`src/rtl/dc_sequencer_pkg.sv`:
```
// ---------------------------------------------------------------------------
// dc_sequencer_pkg
// Shared definitions for the duty-cycle sequencer:
//   - register address map (adr[2:0])
//   - CTRL / STATUS bit positions
//   - HOLD reset value and a helper that maps HOLD to its last count value
// Optional feature macro used by the importing files: DC_SEQ_LOOP_EN
// ---------------------------------------------------------------------------
package dc_sequencer_pkg;

  typedef enum logic [2:0] {
    ADR_CTRL    = 3'd0,
    ADR_STATUS  = 3'd1,
    ADR_DATA    = 3'd2,
    ADR_HOLD    = 3'd3,
    ADR_LOWMARK = 3'd4
  } reg_adr_e;

  // CTRL bits
  localparam int CTRL_EN     = 0;
  localparam int CTRL_LOOP   = 1;
  localparam int CTRL_CLR    = 2;
  localparam int CTRL_IRQ_EN = 3;

  // STATUS bits (level occupies [LVLW-1:0])
  localparam int ST_EMPTY    = 8;
  localparam int ST_FULL     = 9;
  localparam int ST_UNDERRUN = 10;
  localparam int ST_OVERFLOW = 11;

  localparam logic [15:0] HOLD_DEFAULT = 16'd1;

  // Terminal value of the hold counter; HOLD=0 behaves like HOLD=1.
  function automatic logic [15:0] hold_last(input logic [15:0] hold);
    return (hold == 16'd0) ? 16'd0 : hold - 16'd1;
  endfunction

endpackage

```
`src/rtl/dc_sequencer_sync_fifo.sv`:
```
// ---------------------------------------------------------------------------
// dc_sequencer_sync_fifo
// Synchronous FIFO with registered pointers and a level counter. Push and pop
// in the same cycle are both honoured, including when full (the slot being
// vacated is rewritten). i_clr flushes pointers and level and wins over push
// and pop.
// Ports:
//   i_clk, i_rst_n        clock, asynchronous active-low reset
//   i_push, i_pop, i_clr  push request, pop request, flush
//   i_din                 push data
//   o_dout                head entry (valid when !o_empty)
//   o_level               number of stored entries (0..DEPTH)
//   o_full, o_empty       level flags
//   i_peek_ofs, o_peek    (DC_SEQ_LOOP_EN only) read of entry head+ofs
// Macro: DC_SEQ_LOOP_EN adds the peek port used by loop replay.
// ---------------------------------------------------------------------------
module dc_sequencer_sync_fifo #(
  parameter int DEPTH = 16,
  parameter int DW    = 16,
  localparam int AW   = $clog2(DEPTH),
  localparam int LVLW = AW + 1
) (
  input  logic            i_clk,
  input  logic            i_rst_n,
  input  logic            i_push,
  input  logic            i_pop,
  input  logic            i_clr,
  input  logic [DW-1:0]   i_din,
`ifdef DC_SEQ_LOOP_EN
  input  logic [AW-1:0]   i_peek_ofs,
  output logic [DW-1:0]   o_peek,
`endif
  output logic [DW-1:0]   o_dout,
  output logic [LVLW-1:0] o_level,
  output logic            o_full,
  output logic            o_empty
);

  logic [DW-1:0]   r_mem [DEPTH];
  logic [AW-1:0]   r_wr_ptr;
  logic [AW-1:0]   r_rd_ptr;
  logic [LVLW-1:0] r_level;
  logic            w_do_push;
  logic            w_do_pop;

  assign o_full    = (r_level == LVLW'(DEPTH));
  assign o_empty   = (r_level == '0);
  assign o_level   = r_level;
  assign o_dout    = r_mem[r_rd_ptr];
`ifdef DC_SEQ_LOOP_EN
  assign o_peek    = r_mem[r_rd_ptr + i_peek_ofs];
`endif

  assign w_do_pop  = i_pop & ~o_empty;
  // A full FIFO still accepts a push when the head leaves in the same cycle.
  assign w_do_push = i_push & (~o_full | w_do_pop);

  always_ff @(posedge i_clk or negedge i_rst_n) begin
    if (!i_rst_n) begin
      r_wr_ptr <= '0;
      r_rd_ptr <= '0;
      r_level  <= '0;
    end else if (i_clr) begin
      r_wr_ptr <= '0;
      r_rd_ptr <= '0;
      r_level  <= '0;
    end else begin
      if (w_do_push) r_wr_ptr <= r_wr_ptr + 1'b1;
      if (w_do_pop)  r_rd_ptr <= r_rd_ptr + 1'b1;
      case ({w_do_push, w_do_pop})
        2'b10:   r_level <= r_level + 1'b1;
        2'b01:   r_level <= r_level - 1'b1;
        default: r_level <= r_level;
      endcase
    end
  end

  // Storage carries no reset so it can map onto RAM.
  always_ff @(posedge i_clk) begin
    if (w_do_push && !i_clr) r_mem[r_wr_ptr] <= i_din;
  end

endmodule

```
`src/rtl/dc_sequencer.sv`:
```
// ---------------------------------------------------------------------------
// dc_sequencer
// Wishbone-fed duty-cycle sample queue for the PWM timer. Every HOLD update
// ticks (i_tick = PWM period end) one sample is released on o_dc together
// with a one-cycle o_dc_valid strobe. Low-watermark interrupt on o_irq.
// Ports:
//   i_clk, i_rst_n   clock, asynchronous active-low reset
//   i_wb_*           Wishbone slave (cyc, stb, we, 4-bit word adr, 16-bit data)
//   o_wb_ack         one-cycle registered acknowledge
//   o_wb_data        registered read data
//   i_tick           update strobe, one cycle wide
//   o_dc             current duty-cycle sample
//   o_dc_valid       one-cycle strobe, o_dc updated
//   o_irq            level-sensitive low-watermark interrupt
// Macro: DC_SEQ_LOOP_EN enables CTRL.LOOP (replay of the stored pattern).
// ---------------------------------------------------------------------------
module dc_sequencer #(
  parameter int DEPTH = 16,
  parameter int DW    = 16
) (
  input  logic          i_clk,
  input  logic          i_rst_n,
  input  logic          i_wb_cyc,
  input  logic          i_wb_stb,
  input  logic          i_wb_we,
  input  logic [3:0]    i_wb_adr,
  input  logic [15:0]   i_wb_data,
  output logic          o_wb_ack,
  output logic [15:0]   o_wb_data,
  input  logic          i_tick,
  output logic [DW-1:0] o_dc,
  output logic          o_dc_valid,
  output logic          o_irq
);
  import dc_sequencer_pkg::*;

  localparam int AW   = $clog2(DEPTH);
  localparam int LVLW = AW + 1;

  logic            r_en;
  logic            r_irq_en;
  logic [15:0]     r_hold;
  logic [15:0]     r_lowmark;
  logic [15:0]     r_hcnt;
  logic            r_underrun;
  logic            r_overflow;

  logic [2:0]      w_adr;
  logic            w_acc, w_wr, w_rd;
  logic            w_wr_ctrl, w_wr_status, w_wr_data;
  logic            w_clr, w_fire, w_emit, w_pop, w_hit;
  logic [DW-1:0]   w_head, w_emit_data;
  logic [LVLW-1:0] w_level;
  logic            w_full, w_empty;
  logic [15:0]     w_ctrl_rd, w_status, w_rdata;
  logic            w_unused;

  assign w_unused    = i_wb_adr[3];
  assign w_adr       = i_wb_adr[2:0];
  assign w_acc       = i_wb_cyc & i_wb_stb & ~o_wb_ack;
  assign w_wr        = w_acc & i_wb_we;
  assign w_rd        = w_acc & ~i_wb_we;
  assign w_wr_ctrl   = w_wr & (w_adr == ADR_CTRL);
  assign w_wr_status = w_wr & (w_adr == ADR_STATUS);
  assign w_wr_data   = w_wr & (w_adr == ADR_DATA);
  assign w_clr       = w_wr_ctrl & i_wb_data[CTRL_CLR];

  // Emit when the tick completes a HOLD period; CLR discards it.
  assign w_fire = r_en & i_tick & (r_hcnt >= hold_last(r_hold));
  assign w_emit = w_fire & ~w_clr;
  assign w_hit  = w_emit & ~w_empty;

`ifdef DC_SEQ_LOOP_EN
  logic            r_loop;
  logic [AW-1:0]   r_rp;
  logic [LVLW-1:0] w_rp_inc;
  logic [DW-1:0]   w_peek;

  assign w_rp_inc    = LVLW'(r_rp) + LVLW'(1);
  // rp is held at 0 outside loop mode, so peek equals the head then.
  assign w_emit_data = w_peek;
  assign w_pop       = w_hit & ~r_loop;

  always_ff @(posedge i_clk or negedge i_rst_n) begin
    if (!i_rst_n) begin
      r_loop <= 1'b0;
      r_rp   <= '0;
    end else begin
      if (w_wr_ctrl) r_loop <= i_wb_data[CTRL_LOOP];
      if (w_clr || !r_loop)
        r_rp <= '0;
      else if (w_hit)
        r_rp <= (w_rp_inc >= w_level) ? '0 : r_rp + 1'b1;
    end
  end
`else
  assign w_emit_data = w_head;
  assign w_pop       = w_hit;
`endif

  dc_sequencer_sync_fifo #(
    .DEPTH (DEPTH),
    .DW    (DW)
  ) u_fifo (
    .i_clk      (i_clk),
    .i_rst_n    (i_rst_n),
    .i_push     (w_wr_data),
    .i_pop      (w_pop),
    .i_clr      (w_clr),
    .i_din      (DW'(i_wb_data)),
`ifdef DC_SEQ_LOOP_EN
    .i_peek_ofs (r_rp),
    .o_peek     (w_peek),
`endif
    .o_dout     (w_head),
    .o_level    (w_level),
    .o_full     (w_full),
    .o_empty    (w_empty)
  );

  always_comb begin
    w_ctrl_rd              = '0;
    w_ctrl_rd[CTRL_EN]     = r_en;
    w_ctrl_rd[CTRL_IRQ_EN] = r_irq_en;
`ifdef DC_SEQ_LOOP_EN
    w_ctrl_rd[CTRL_LOOP]   = r_loop;
`else
    w_ctrl_rd[CTRL_LOOP]   = 1'b0;
`endif

    w_status               = '0;
    w_status[LVLW-1:0]     = w_level;
    w_status[ST_EMPTY]     = w_empty;
    w_status[ST_FULL]      = w_full;
    w_status[ST_UNDERRUN]  = r_underrun;
    w_status[ST_OVERFLOW]  = r_overflow;

    case (w_adr)
      ADR_CTRL:    w_rdata = w_ctrl_rd;
      ADR_STATUS:  w_rdata = w_status;
      ADR_DATA:    w_rdata = w_empty ? 16'h0 : 16'(w_head);
      ADR_HOLD:    w_rdata = r_hold;
      ADR_LOWMARK: w_rdata = r_lowmark;
      default:     w_rdata = 16'h0;
    endcase
  end

  always_ff @(posedge i_clk or negedge i_rst_n) begin
    if (!i_rst_n) begin
      o_wb_ack   <= 1'b0;
      o_wb_data  <= '0;
      o_dc       <= '0;
      o_dc_valid <= 1'b0;
      o_irq      <= 1'b0;
      r_en       <= 1'b0;
      r_irq_en   <= 1'b0;
      r_hold     <= HOLD_DEFAULT;
      r_lowmark  <= '0;
      r_hcnt     <= '0;
      r_underrun <= 1'b0;
      r_overflow <= 1'b0;
    end else begin
      o_wb_ack   <= w_acc;
      o_wb_data  <= w_rd ? w_rdata : 16'h0;
      o_irq      <= r_irq_en & r_en & (16'(w_level) <= r_lowmark);
      o_dc_valid <= w_hit;
      if (w_hit) o_dc <= w_emit_data;

      if (w_wr_ctrl) begin
        r_en     <= i_wb_data[CTRL_EN];
        r_irq_en <= i_wb_data[CTRL_IRQ_EN];
      end
      if (w_wr && (w_adr == ADR_HOLD))    r_hold    <= i_wb_data;
      if (w_wr && (w_adr == ADR_LOWMARK)) r_lowmark <= i_wb_data;

      if (w_clr || !r_en)
        r_hcnt <= '0;
      else if (i_tick)
        r_hcnt <= w_fire ? 16'd0 : r_hcnt + 16'd1;

      // Sticky flags: a new event in the same cycle beats a write-1 clear.
      if (w_clr) begin
        r_underrun <= 1'b0;
        r_overflow <= 1'b0;
      end else begin
        if (w_emit && w_empty)
          r_underrun <= 1'b1;
        else if (w_wr_status && i_wb_data[ST_UNDERRUN])
          r_underrun <= 1'b0;
        if (w_wr_data && w_full && !w_pop)
          r_overflow <= 1'b1;
        else if (w_wr_status && i_wb_data[ST_OVERFLOW])
          r_overflow <= 1'b0;
      end
    end
  end

endmodule

```
`config.mk`:
```
export PLATFORM = sky130hd
export DESIGN_NAME = dc_sequencer
export DESIGN_NICKNAME = d
export VERILOG_FILES = /design/src/rtl/dc_sequencer_pkg.sv /design/src/rtl/dc_sequencer_sync_fifo.sv /design/src/rtl/dc_sequencer.sv
export SDC_FILE = /design/constraint.sdc
export NUM_CORES = 1
export LEC_CHECK = 0
export CORE_MARGIN = 5
export CORE_UTILIZATION = 35
export DETAILED_ROUTE_END_ITERATION = 10
export DONT_BUFFER_PORTS = 1
export PLACE_DENSITY = 0.53
export SLEW_MARGIN = 30
export SYNTH_ARGS = -nofsm -noshare
export SYNTH_HDL_FRONTEND = slang
export SYNTH_HIERARCHICAL = 1
export SYNTH_SLANG_ARGS = --single-unit
```
`constraint.sdc`:
```
create_clock -name i_clk -period 8.5 [get_ports i_clk]
set_clock_uncertainty 0.15 [all_clocks]
set_input_delay 0.425 -clock i_clk [delete_from_list [all_inputs] [get_ports i_clk]]
set_output_delay 0.425 -clock i_clk [all_outputs]
set_load 0.02 [all_outputs]
```
==> Word-level counts from Yosys, hierarchy flattened <==
Memory sizes are Yosys's and may differ from the RTL's.
Index checks and enable logic that the tools add are counted.
{ "word_totals": {"ff_bits": 100, "latchBits": 0, "mem_bits_rw": 256, "mem_bits_ro": 0, "output_inout_bits": 35, "elab_cells": 95, "mem_count": 1} }
{ "memory_table": {"columns": ["memory", "depth", "width", "rd", "rd_ports_with_merged_regs", "wr", "line", "source"], "rows": [
  ["u_fifo.r_mem", 16, 16, 1, 0, 1, "dc_sequencer_sync_fifo.sv:39", "logic [DW-1:0] r_mem [DEPTH];"]
]} }
{ "op_classes": {"addsub": 6, "n_mul": 0, "div_mod_pow": 0, "order_cmp": 2, "eq_ne": 7, "n_shift": 0, "mux": 21, "n_bitwise": 22, "reduce_logical": 21} }
{ "op_table": {"columns": ["cell", "count"], "rows": [
  ["$mux W16", 6],
  ["$pmux W16 S5", 1],
  ["$add A16 B1 Y16 const B", 1],
  ["$and A1 B1 Y1", 16],
  ["$ge A16 B16 Y1", 1],
  ["$le A5 B16 Y1", 1],
  ["$logic_not A16 Y1", 1],
  ["$mux W4", 4],
  ["$sub A16 B1 Y16 const B", 1],
  ["$pmux W5 S2", 1],
  ["$reduce_bool A3 Y1", 3],
  ["$add A4 B1 Y4 const B", 2],
  ["$logic_and A1 B1 Y1", 8],
  ["$mux W1", 8],
  ["$eq A3 B2 Y1 const B", 2],
  ["$reduce_bool A2 Y1", 3],
  ["$add A5 B1 Y5 const B", 1],
  ["$eq A5 B5 Y1 const B", 1],
  ["$logic_not A5 Y1", 1],
  ["$mux W5", 1],
  ["$not A1 Y1", 5],
  ["$sub A5 B1 Y5 const B", 1],
  ["$eq A3 B1 Y1 const B", 1],
  ["$eq A3 B3 Y1 const B", 1],
  ["other kinds (6)", 8]
]} }

==> Longest topological paths before layout <==
{ "logic_depth": {"ltp_word": 14, "depth_mapped": 25, "ltp_nobuf": 21} }

==> Modules after synthesis <==
Netlist, hierarchy kept.
{ "modules_own_cells": {"columns": ["module", "n_inst", "cells_each", "area_each_um2", "seq_area_each_um2"], "rows": [
  ["dc_sequencer_sync_fifo", 1, 520, 10595.2, 8012.7],
  ["dc_sequencer", 1, 449, 4608.2, 2178.3]
]} }

==> Worst setup path before layout <==
OpenSTA, ideal clock, no wires.
{ "synth_path": {"path_kind": "register to register", "from": "register r_hold[5]", "to": "memory u_fifo.r_mem[12][0] (enable)", "t_arrival_ns": 6.029, "required_ns": 7.962, "path_slack_ns": 1.932, "stages_incl_launch_ff": 21, "path_cell_list": "dfrtp_1 or4_4 or4_4 or3_4 or4_4 nor3_2 mux2i_1 ha_1 and4_1 nand4_1 a2111oi_0 nor3_1 or4_1 clkbuf_1 buf_2 inv_2 clkbuf_1 nor2b_1 a21boi_1 nand2_1 nor2_1"} }
{ "synth_between": {"elab_chain_cells": 12, "elab_cells_between_ends": 13, "cone_classes": "1 x add/sub; 1 x order compare; 3 x mux; 6 x bitwise; 2 x reduce/logical"} }
{ "synth_rtl": {"columns": ["item", "line", "source"], "rows": [
  ["from (decl)", "dc_sequencer.sv:42", "logic [15:0] r_hold;"],
  ["from (signal assigned)", "dc_sequencer.sv:173", "if (w_wr && (w_adr == ADR_HOLD)) r_hold <= i_wb_data;"],
  ["$sub A16 B1 Y16 / $logic_not A16 Y1 (equally long branches)", "dc_sequencer_pkg.sv:35", "return (hold == 16'd0) ? 16'd0 : hold - 16'd1;"],
  ["$mux W16 (*)", "dc_sequencer_pkg.sv:35", null],
  ["$ge A16 B16 Y1 (*)", "dc_sequencer.sv:69", "assign w_fire = r_en & i_tick & (r_hcnt >= hold_last(r_hold));"],
  ["$and A1 B1 Y1 (*)", "dc_sequencer.sv:69", null],
  ["$and A1 B1 Y1 (*)", "dc_sequencer.sv:70", "assign w_emit = w_fire & ~w_clr;"],
  ["$and A1 B1 Y1 (*)", "dc_sequencer.sv:71", "assign w_hit = w_emit & ~w_empty;"],
  ["net w_hit", "dc_sequencer.sv:51", "logic w_clr, w_fire, w_emit, w_pop, w_hit;"],
  ["$and A1 B1 Y1 (*)", "dc_sequencer_sync_fifo.sv:54", "assign w_do_pop = i_pop & ~o_empty;"],
  ["$or A1 B1 Y1 (*)", "dc_sequencer_sync_fifo.sv:56", "assign w_do_push = i_push & (~o_full | w_do_pop);"],
  ["$and A1 B1 Y1 (*)", "dc_sequencer_sync_fifo.sv:56", null],
  ["$logic_and A1 B1 Y1 (*)", "dc_sequencer_sync_fifo.sv:80", "if (w_do_push && !i_clr) r_mem[r_wr_ptr] <= i_din;"],
  ["$mux W1 (*)", "dc_sequencer_sync_fifo.sv:80", null],
  ["$mux W1 (not written as such) (*)", "dc_sequencer_sync_fifo.sv:80", null],
  ["to (decl)", "dc_sequencer_sync_fifo.sv:39", null]
]} }
Mark *: on every way through the listed nets, which the timed path passes. The rest lies on a longest branch.

==> Worst setup path in the final report <==
{ "layout_path": {"from": "register r_hold[4]", "to": "memory u_fifo.r_mem[6][14] (enable)"} }
Same word-level chain as after synthesis.

==> out/qor.yml <==
initial_utilization_pct: 35.4
wl_per_cell_um: 22.2
startpoint: "r_hold[4]"
drt.antenna.violating_nets: 0
n_fill_cell: 3944
power_uw: 4850
cp-start-kind: "flop"
yosysTopAreaCell: "edfxtp_1"
fin_nets: 1067
remaining_drc_errors: 0
cp_num_buf_inv: 2
switching_share_pct: 30.4
syn_avg_cell_area_um2: 15.7
drt-initial-drc-count: 669
clkSlewWorstSetupHoldPaths_ps: 60
areaGrowthSynthToFinish_pct: 15.0
rows: 76
synth_seq_cells: 356
grt_pass1_vias: 8604
overflow: 0
synth_warnings: 6
top_level_ports: 61
clkSinkCount: 356
cpMostUsedCell: "or4_4"
max_stage_delay_ps: 620
cts_tree: "done"
cp_cell_sequence: "or4_4, or4_4, or3_4, nor4_2, nand3_1, a21oi_1, ha_1, and4_1, nand4_1, a2111oi_0, nor3_1, buf_4, or4_1, inv_2, nor2b_1, a21boi_1, nand2_1, nor2_4"
die_height_um: 218
grt_max_degree: 101
hpwl_mm: 22.8
route.vias.total: 8421
netlist_area_mm2: 0.0152
p_leak_uw: 0.00614
cts_buffer_depth: 3
synth_edf_count: 256
reg2reg_depth: 18
arrival_ps: 6810
setup_violations: 0
dp_cells: 1526
synth_top_area_share_pct: 50.6
coreArea_mm2: 0.0430
period_needed_ps: 6770
power_frac_seq_pct: 45.1
gr-usage-all-layers_pct: 15.2
net-switching-power_uw: 1470
clock.fmax_mhz: 148
postCtsSetupBuffers: 0
rr_startpoint: "r_hold[4]"
clkLatencyLatePin_ps: 570
crit_path_end: "u_fifo/r_mem[6][14]"
power.share.clock_pct: 33.2
stdcell_area_mm2: 0.0175
multi_input_area_mm2: 0.00484
p_per_area_mw_per_mm2: 277
rsz0062_at_grt: "no"
maxCapViolCount: 0
rrSetupSlack_ps: 1730
cts.htree.levels: 2
root_buffer: "clkbuf_16"
wirelength_mm: 36.1
status: "finished clean"
final_cells: 1625
placedInstanceArea_mm2: 0.0160
comb_power_share_pct: 21.7
min-delay-path-class: "primary input to flop"
synthArstFlopShare_pct: 28.1
ir_drop_mv: 0.133
critical_path.top_delay_family: "simple AND/OR/NAND/NOR gates"
routed_via_density: 5.18
synth_area_leaders: "edfxtp_1, dfrtp_1, mux4_2"
firstDrtPassIters: 5
die_area_mm2: 0.0477
drive_above_1_share_pct: 17.3
fin_hold_ws_ps: 31.2
seqCellArea_mm2: 0.0102
grt_pass1_wl_mm: 54.9
cp.required_ps: 8550
tns_ps: 0
finalHoldViolCount: 0
synthCells: 969
crit_fanout: 16
portBuffers: 0
gp_congestion: 0.747
fin_crit_sh_pct: 79.6
syn_nets: 1028
r2r_end: "u_fifo/r_mem[6][14]"
slew_headroom_pct: 33.8
antenna_found_initial: 2
worst-setup-path-type: "flop to flop"
worstSetupEndpointType: "flop"
die_x_um: 218
worstHoldPathCells: 4
ys_seq_area_share_pct: 67.0
critical_path_cell_count: 18
internal_power_uw: 3370
critPathSlowestCell: "nor2_4"
ys_types: 61
worst_pin_slew_ps: 992
slew_violations: 0
synth_flop_cell: "edfxtp_1"
cts_buffers: 40
==> worst reg2reg max path, stage by stage (launching register included) <==
cell and delay [ps]:
dfrtp_1 430, or4_4 560, or4_4 450, or3_4 380, nor4_2 270, nand3_1 440
a21oi_1 280, ha_1 180, and4_1 220, nand4_1 130, a2111oi_0 420, nor3_1 80
buf_4 190, or4_1 560, inv_2 220, nor2b_1 110, a21boi_1 400, nand2_1 300
nor2_4 620
==> stage by stage <==
step,util [%],setup slack (ps)
after global routing,40.7,1300
after CTS,40.6,1460
after floorplan,-,1930
after detailed placement,37.1,1490
final,40.7,1730
after global placement,37.0,1470
==> kinds of logic (layout without fill, tap and decap cells) <==
logic type / after synthesis / in the layout / share of synthesized area, %
simple gates: 248 / 248 / 7.96
mux: 115 / 115 / 13.2
xor+xnor: 28 / 28 / 1.61
compound gates: 123 / 123 / 5.71
other cells: 0 / 3 / 0
flops: 356 / 356 / 67.0
buf+inv: 66 / 134 / 1.72
fa+ha+maj: 33 / 33 / 2.77
==> flip-flops by register name, indices dropped and copies added, names as in the netlist, 5 cells and up <==
signal,flops
o_dc,16
o_wb_data,16
r_hold,16
u_fifo/r_mem,256
r_hcnt,16
r_lowmark,16
u_fifo/o_level,5
==> how the worst min path moves through the flow <==
stage | start | to | slack, ps
floorplan | i_rst_n | o_dc[0] | -20
CTS | i_wb_adr[0] | r_underrun | 4
detailed placement | i_rst_n | o_wb_data[14] | -20
global route | i_wb_adr[0] | r_underrun | 30
global placement | i_rst_n | o_wb_data[14] | -20
finish | i_wb_adr[0] | r_underrun | 30
==> placed cells by master, fill, tap and decap left out, types with 18 or more instances in the layout <==
cell	synthesis	final
edfxtp_1	256	256
dfrtp_1	99	97
nand2_1	73	73
nor2_1	77	68
mux4_2	64	64
a22oi_1	46	46
clkbuf_16	0	40
ha_1	32	32
mux2_1	26	26
dlygate4sd3_1	0	23
a21oi_1	22	22
xor2_1	20	20
inv_1	19	19
mux2_2	18	18
==> cell usage after synthesis (5+ instances only) <==
cell type	n
mux4_2	64
nand4_1	14
a21oi_1	22
inv_1	19
o21ai_0	12
ha_1	32
mux2_2	18
buf_2	11
edfxtp_1	256
nor2b_1	10
nand2_1	73
and3_1	6
nand3_1	12
o21ai_1	7
nor3_1	13
xnor2_1	8
o211ai_1	5
nor4_1	6
a221oi_1	9
dfrtp_1	99
nand2b_1	8
xor2_1	20
or3_1	5
nor2_1	77
mux2i_1	7
mux2_1	26
a22oi_1	46
clkbuf_1	33
==> cell type report <==
cell class	count	area share (%)
sequential	356	58.3
multi-input combinational	547	27.7
clock buffer	56	6.07
tap	585	4.19
timing repair buffer	42	2.27
clock inverter	15	0.952
inverter	21	0.451
antenna	3	0.0430
==> power groups by stage <==
stage	sequential, uW	clock [uW]	combinational [uW]
3_5_place_dp	2230	0	1020
3_3_place_gp	2230	0	1010
2_1_floorplan	2130	0	801
6_report	2190	1610	1050
4_1_cts	2190	1660	1070
5_1_grt	2210	1740	1150
==> metal layers <==
| metal | global-route usage, % | wire (um) | vias up | share of wire, % |
|---|---|---|---|---|
| li1 | - | - | 3854 | - |
| met1 | 21.2 | 16500 | 4336 | 46 |
| met2 | 24.2 | 16900 | 174 | 47 |
| met3 | 3.46 | 1910 | 57 | 5.3 |
| met4 | 3.91 | 755 | 0 | 2.1 |
| met5 | 0 | 0 | - | 0 |
==> timing repair <==
action                                 CTS  global route
gates resized for setup                  0             0
endpoints found under the hold margin  402             0
hold buffers                            24             0
Power figures use the tool's default switching activity.
